--- src/rtl/ccff_loader_pkg.sv ---
// Shared definitions for the ccff bitstream loader.
// - state_t     : loader FSM states
// - CRC16_POLY  : CRC-16/CCITT polynomial
// - CRC16_INIT  : CRC register seed
// - crc16_step  : one-bit, MSB-first CRC-16/CCITT update
package ccff_loader_pkg;

    typedef enum logic [1:0] {
        ST_IDLE   = 2'd0,
        ST_LOAD   = 2'd1,
        ST_VERIFY = 2'd2,
        ST_DONE   = 2'd3
    } state_t;

    localparam logic [15:0] CRC16_POLY = 16'h1021;
    localparam logic [15:0] CRC16_INIT = 16'hFFFF;

    function automatic logic [15:0] crc16_step(input logic [15:0] crc, input logic din);
        logic fb;
        fb = crc[15] ^ din;
        return {crc[14:0], 1'b0} ^ (fb ? CRC16_POLY : 16'h0000);
    endfunction

endpackage

--- src/rtl/ccff_word_serializer.sv ---
// Word buffer for the ccff loader: holds one WORD_W word and presents it
// one bit at a time, LSB first.
// Ports:
//   i_clk, i_rst_n : clock, async active-low reset
//   i_clear        : empty the buffer (new load or end of load)
//   i_enable       : loader is in LOAD and still needs bits
//   i_data/i_valid : upstream word stream, o_ready its handshake
//   o_bit          : current bit, meaningful when o_bit_valid=1
//   o_consume      : the current bit is taken at the edge ending this cycle
module ccff_word_serializer
    import ccff_loader_pkg::*;
#(
    parameter int WORD_W = 8
) (
    input  logic              i_clk,
    input  logic              i_rst_n,
    input  logic              i_clear,
    input  logic              i_enable,
    input  logic [WORD_W-1:0] i_data,
    input  logic              i_valid,
    output logic              o_ready,
    output logic              o_bit,
    output logic              o_bit_valid,
    output logic              o_consume
);

    localparam int IDX_W = (WORD_W > 1) ? $clog2(WORD_W) : 1;
    localparam logic [IDX_W-1:0] LAST_IDX = IDX_W'(WORD_W - 1);

    logic [WORD_W-1:0] r_buf;
    logic [IDX_W-1:0]  r_idx;
    logic              r_full;
    logic              w_last;

    assign w_last      = (r_idx == LAST_IDX);
    assign o_bit       = r_buf[r_idx];
    assign o_bit_valid = r_full;
    // Whenever enabled, a buffered bit is always taken, so the last bit of a
    // word frees the buffer in the same cycle and the next word can follow.
    assign o_consume   = i_enable & r_full;
    assign o_ready     = i_enable & (~r_full | w_last);

    // Buffer fill / bit index advance.
    always_ff @(posedge i_clk or negedge i_rst_n) begin
        if (!i_rst_n) begin
            r_buf  <= '0;
            r_idx  <= '0;
            r_full <= 1'b0;
        end else if (i_clear) begin
            r_buf  <= '0;
            r_idx  <= '0;
            r_full <= 1'b0;
        end else if (i_valid && o_ready) begin
            r_buf  <= i_data;
            r_idx  <= '0;
            r_full <= 1'b1;
        end else if (o_consume) begin
            if (w_last) begin
                r_idx  <= '0;
                r_full <= 1'b0;
            end else begin
                r_idx  <= r_idx + IDX_W'(1);
            end
        end
    end

endmodule

--- src/rtl/ccff_bitstream_loader.sv ---
// Serialises a word stream onto the head of the ccff chain, then optionally
// recirculates the chain once to compare a CRC of the read-back bits with
// the CRC of the loaded bits.
// Ports:
//   i_prog_clk, i_prog_rst_n : configuration clock, async active-low reset
//   i_start, i_verify_en     : begin a load (IDLE/DONE only), request verify
//   i_in_data/i_in_valid     : word stream, o_in_ready its handshake
//   o_ccff_head, o_ccff_shift_en, i_ccff_tail : chain interface
//   o_busy, o_done, o_pass   : status; o_pass valid while o_done=1
module ccff_bitstream_loader
    import ccff_loader_pkg::*;
#(
    parameter int WORD_W    = 8,
    parameter int CHAIN_LEN = 1024,
    parameter int CNT_W     = $clog2(CHAIN_LEN + 1)
) (
    input  logic              i_prog_clk,
    input  logic              i_prog_rst_n,
    input  logic              i_start,
    input  logic              i_verify_en,
    input  logic [WORD_W-1:0] i_in_data,
    input  logic              i_in_valid,
    output logic              o_in_ready,
    output logic              o_ccff_head,
    output logic              o_ccff_shift_en,
    input  logic              i_ccff_tail,
    output logic              o_busy,
    output logic              o_done,
    output logic              o_pass
);

    localparam logic [CNT_W-1:0] CNT_END  = CNT_W'(CHAIN_LEN);
    localparam logic [CNT_W-1:0] CNT_LAST = CNT_W'(CHAIN_LEN - 1);

    logic [1:0]       r_rst_sync;
    logic             w_rst_n;
    state_t           r_state;
    logic [CNT_W-1:0] r_bit_cnt;
    logic [15:0]      r_crc_ld;
    logic [15:0]      r_crc_rb;
    logic             r_verify;
    logic             r_head;
    logic             r_shift_en;
    logic             r_pass;
    logic             w_start_ok;
    logic             w_at_end;
    logic             w_ser_clear;
    logic             w_ser_enable;
    logic             w_bit;
    logic             w_bit_valid;
    logic             w_consume;
    logic [15:0]      w_crc_ld_next;
    logic [15:0]      w_crc_rb_next;

    // Reset synchroniser: assertion is immediate, release waits two edges.
    always_ff @(posedge i_prog_clk or negedge i_prog_rst_n) begin
        if (!i_prog_rst_n) begin
            r_rst_sync <= 2'b00;
        end else begin
            r_rst_sync <= {r_rst_sync[0], 1'b1};
        end
    end
    assign w_rst_n = r_rst_sync[1];

    assign w_start_ok    = i_start & ((r_state == ST_IDLE) | (r_state == ST_DONE));
    assign w_at_end      = (r_state == ST_LOAD) & (r_bit_cnt == CNT_END);
    assign w_ser_clear   = w_start_ok | w_at_end;
    assign w_ser_enable  = (r_state == ST_LOAD) & ~w_at_end;
    assign w_crc_ld_next = crc16_step(r_crc_ld, w_bit);
    assign w_crc_rb_next = crc16_step(r_crc_rb, i_ccff_tail);

    ccff_word_serializer #(
        .WORD_W (WORD_W)
    ) u_ser (
        .i_clk       (i_prog_clk),
        .i_rst_n     (w_rst_n),
        .i_clear     (w_ser_clear),
        .i_enable    (w_ser_enable),
        .i_data      (i_in_data),
        .i_valid     (i_in_valid),
        .o_ready     (o_in_ready),
        .o_bit       (w_bit),
        .o_bit_valid (w_bit_valid),
        .o_consume   (w_consume)
    );

    // Loader FSM, bit counter, CRCs and registered chain outputs.
    always_ff @(posedge i_prog_clk or negedge w_rst_n) begin
        if (!w_rst_n) begin
            r_state    <= ST_IDLE;
            r_bit_cnt  <= '0;
            r_crc_ld   <= 16'h0000;
            r_crc_rb   <= 16'h0000;
            r_verify   <= 1'b0;
            r_head     <= 1'b0;
            r_shift_en <= 1'b0;
            r_pass     <= 1'b0;
        end else begin
            case (r_state)
                ST_IDLE, ST_DONE: begin
                    r_shift_en <= 1'b0;
                    if (w_start_ok) begin
                        r_state   <= ST_LOAD;
                        r_bit_cnt <= '0;
                        r_crc_ld  <= CRC16_INIT;
                        r_crc_rb  <= CRC16_INIT;
                        r_verify  <= i_verify_en;
                        r_pass    <= 1'b0;
                    end
                end
                ST_LOAD: begin
                    if (w_consume && w_bit_valid) begin
                        // Bit goes out on the head next cycle; count it now.
                        r_head     <= w_bit;
                        r_shift_en <= 1'b1;
                        r_crc_ld   <= w_crc_ld_next;
                        r_bit_cnt  <= r_bit_cnt + CNT_W'(1);
                    end else if (w_at_end) begin
                        // Last loaded bit is shifting now; verify follows with
                        // no gap so the enable stays high across the boundary.
                        r_bit_cnt  <= '0;
                        r_shift_en <= r_verify;
                        r_pass     <= ~r_verify;
                        r_state    <= r_verify ? ST_VERIFY : ST_DONE;
                    end else begin
                        r_shift_en <= 1'b0;
                    end
                end
                ST_VERIFY: begin
                    r_crc_rb <= w_crc_rb_next;
                    if (r_bit_cnt == CNT_LAST) begin
                        r_shift_en <= 1'b0;
                        r_pass     <= (w_crc_rb_next == r_crc_ld);
                        r_state    <= ST_DONE;
                    end else begin
                        r_bit_cnt  <= r_bit_cnt + CNT_W'(1);
                    end
                end
                default: begin
                    r_shift_en <= 1'b0;
                    r_state    <= ST_IDLE;
                end
            endcase
        end
    end

    // Loopback is only closed while recirculating.
    assign o_ccff_head     = (r_state == ST_VERIFY) ? i_ccff_tail : r_head;
    assign o_ccff_shift_en = r_shift_en;
    assign o_busy          = (r_state == ST_LOAD) | (r_state == ST_VERIFY);
    assign o_done          = (r_state == ST_DONE);
    assign o_pass          = r_pass;

endmodule

--- config.mk ---
export PLATFORM = sky130hd
export DESIGN_NAME = ccff_bitstream_loader
export DESIGN_NICKNAME = d
export VERILOG_FILES = /design/src/rtl/ccff_loader_pkg.sv /design/src/rtl/ccff_word_serializer.sv /design/src/rtl/ccff_bitstream_loader.sv
export SDC_FILE = /design/constraint.sdc
export NUM_CORES = 1
export LEC_CHECK = 0
export BUFFER_PORTS_ARGS = -buffer_cell sky130_fd_sc_hd__buf_4
export CAP_MARGIN = 10
export CORE_AREA = 10 10 121 123
export DETAILED_ROUTE_END_ITERATION = 8
export DIE_AREA = 0 0 131 133
export PLACE_DENSITY = 0.48
export SYNTH_ARGS = -nofsm -noshare
export SYNTH_HDL_FRONTEND = slang
export SYNTH_SLANG_ARGS = --single-unit
--- constraint.sdc ---
create_clock -name i_prog_clk -period 2 [get_ports i_prog_clk]
set_input_delay 0.3 -clock i_prog_clk [delete_from_list [all_inputs] [get_ports i_prog_clk]]
set_output_delay 0.3 -clock i_prog_clk [all_outputs]
set_load 0.1 [all_outputs]
==> results_dict.tcl <==
set metrics [dict create \
    outcome "finished with violations" \
    violations "setup timing" \
    critPathKind "register to output pin" \
    cp.required_ns 1.70 \
    grt_setup_unrepaired "yes" \
    ir_drop_v 0.000532 \
    syn_inst 303 \
    nets 402 \
    initial_core_util 0.254 \
    final_util 0.380 \
    cts_tree "yes" \
    grt_use_total 0.102 \
    slew_headroom 0.545 \
    first_pass_iters 4 \
    yosys_warnings 0 \
    period_share 1.16 \
    max-cap-violations 0 \
    dieArea_sq_mm 0.0174 \
    num_rows 41 \
    grt_pass1_wl_mm 13.8 \
    port_buffers 19 \
    synth-seq-area-share 0.503 \
    root_buffer "clkbuf_16" \
    grt_pass1_vias 2595 \
    crit_family "simple AND/OR/NAND/NOR gates" \
    initialDrtViolationCount 162 \
    hold_viol 0 \
    slowest_stage "or4b_4" \
    final_cells 558 \
    overflow 0 \
    r2r_start "r_bit_cnt[1]" \
    grt_max_degree 33 \
    crit_buf_inv 3 \
    num_vias 2617 \
    vias_per_cell 4.69 \
    synth_edf_count 0 \
    synthTopCellsByArea "dfrtp_1, xnor2_1, nor2_1, o22a_1, a22o_1" \
    insertion_delay_ns 0.33 \
    cp-end-kind "output pin" \
    register_area_sq_mm 0.00158 \
    multi_input_area_sq_mm 0.00182 \
    arrival_ns 2.01 \
    fmax_mhz 432 \
    final_area_sq_mm 0.00469 \
    io_pins 20 \
    core_sq_mm 0.0124 \
    wl_per_cell_um 15.4 \
    tightest_slew_ns 0.682 \
    synthesis.area_sq_mm 0.00314 \
    fp.dieW_um 131 \
    gp_congestion 0.809 \
    synth_top_area_cell "dfrtp_1" \
    remaining_drc_errors 0 \
    fin_ws_ns -0.315 \
    numCtsBuffers 9 \
    path_cells "inv_2 -> ha_1 -> or4b_4 -> o41ai_4 -> buf_4 -> nor2b_4 -> buf_12" \
    syn-mean-instance-area_sq_um 10.4 \
    synth_ff_type "dfrtp_1" \
    cts_buffer_depth 2 \
    antenna_found_initial 0 \
    synth_seq_cells 63 \
    period_needed_ns 2.31 \
    ant_nets 0 \
    htree_levels 3 \
    n_fill_cell 1209 \
    p_total_mw 7.94 \
    p_leak_nw 1.84 \
    die_y_um 133 \
    critPathLaunchType "register" \
    syn_nets 324 \
    clk_pin_slew_ns 0.05 \
    dp_hpwl_mm 5.76 \
    ys_types 46 \
    crit_fanout 3 \
    area_growth_pct 49.6 \
    antenna_cells 0 \
    dp_cells 524 \
    setup_viol 44 \
    ys_async_sr_fraction 1.00 \
    yosysTopAreaCellShare 0.503 \
    slew_viol_final 0 \
    min_from "i_in_data[3]" \
    skew_ns 0.00430 \
    wirelength_mm 8.58 \
    dpl-instance-area_sq_mm 0.00387 \
    startpoint "r_bit_cnt[1]" \
    p_per_area_mw_per_mm2 1690 \
    clock_sinks 63 \
    drive_gt1_frac 0.409 \
    critPathMaxStageDelay_ns 0.50 \
    holdCritPathClass "primary input to register" \
]
cells by family (layout without fill, tap and decap cells):
kind of cell | count (synthesis) | in the layout | synth area share
other cells | 1 | 1 | 0.00120
xor+xnor | 21 | 21 | 0.0586
fa+ha+maj | 7 | 7 | 0.0279
simple gates | 107 | 107 | 0.166
compound gates | 72 | 74 | 0.178
flops | 63 | 63 | 0.503
mux | 8 | 8 | 0.0343
buf+inv | 24 | 105 | 0.0319
cells in the mapped netlist (2+ instances only):
library cell and count:
a21o_1 5, a21oi_1 14, a22o_1 12, a31oi_1 2, buf_2 2, buf_4 2
clkbuf_1 10, dfrtp_1 63, ha_1 7, inv_1 10, mux2_2 2, mux2i_1 4
mux4_2 2, nand2_1 15, nand2b_1 2, nand3_1 9, nand4_1 6, nor2_1 40
nor2b_1 5, nor3_1 16, nor4_1 3, o21ai_0 10, o22a_1 14, o22ai_1 2
o41ai_1 3, or4_1 4, xnor2_1 18, xor2_1 3
metrics by stage:
step / setup TNS [ns] / worst slack (ns) / hold slack (ns)
floorplan: -3.04 / -0.159 / 0.00441
global placement: -5.95 / -0.252 / 0.0833
detailed placement: -7.41 / -0.290 / 0.0872
CTS: -8.65 / -0.335 / 0.171
global route: -10.56 / -0.397 / 0.179
finish: -6.36 / -0.315 / 0.181
cells in the final DEF (no fill, tap or decap), types with 4 or more instances in the layout:
master,n
nor2_2,7
a21o_1,4
buf_6,14
ha_1,5
a22o_1,12
nor2b_1,4
o22a_1,14
clkbuf_16,10
o21ai_1,6
buf_4,57
nand3_1,9
nand2_1,12
buf_12,4
xnor2_1,18
nand4_1,6
a21oi_1,7
nor2_4,11
nor3_1,13
inv_1,6
mux2i_1,4
a21oi_2,4
nor2_1,22
dfrtp_1,62
layout make-up:
cell class,count,area share
clock buffers,13,0.0576
multi-input cells,218,0.387
clock inverters,3,0.00853
repair buffers,79,0.156
flip-flops and latches,63,0.336
inverters,10,0.00880
well taps,172,0.0459
worst paths after layout:
check	slack, ns	depth (start not counted)	to
max	-0.31	7	o_in_ready
min in group asynchronous	0.28	2	r_rst_sync[1]
min	0.18	2	u_ser.r_buf[3]
max reg2reg	-0.26	9	r_bit_cnt[9]
min reg2reg	0.31	0	u_ser.r_idx[2]
max in group asynchronous	1.07	1	r_crc_ld[10]
routing by layer:
metal	GRT usage	part of all wire	vias up
li1	-	-	1266
met1	0.137	0.48	1299
met2	0.151	0.47	40
met3	0.0280	0.034	12
met4	0.0408	0.015	0
met5	0	0	-
where the power goes:
group | switching (mW) | internal, mW | total (mW)
Clock | 0.554 | 1.06 | 1.62
Combinational | 2.52 | 1.96 | 4.48
Sequential | 0.282 | 1.56 | 1.85
Total | 3.35 | 4.59 | 7.94
sequential cells by signal, summed over array words and instances (netlist names):
name and cells:
u_ser.r_buf 8, r_bit_cnt 11, o_pass 1, r_state 2, u_ser.o_bit_valid 1, r_head 1
u_ser.r_idx 3, o_ccff_shift_en 1, r_crc_rb 16, r_crc_ld 16, r_rst_sync 2, r_verify 1
timing repair:
item	CTS	global route
cloned	4	0
pin swaps	9	17
endpoints found under the hold margin	2	0
endpoints found under the setup margin	45	47
setup buffers	10	7
resized for setup	43	56
hold buffers	1	0
No activity file was read; power rests on OpenSTA's default activity.
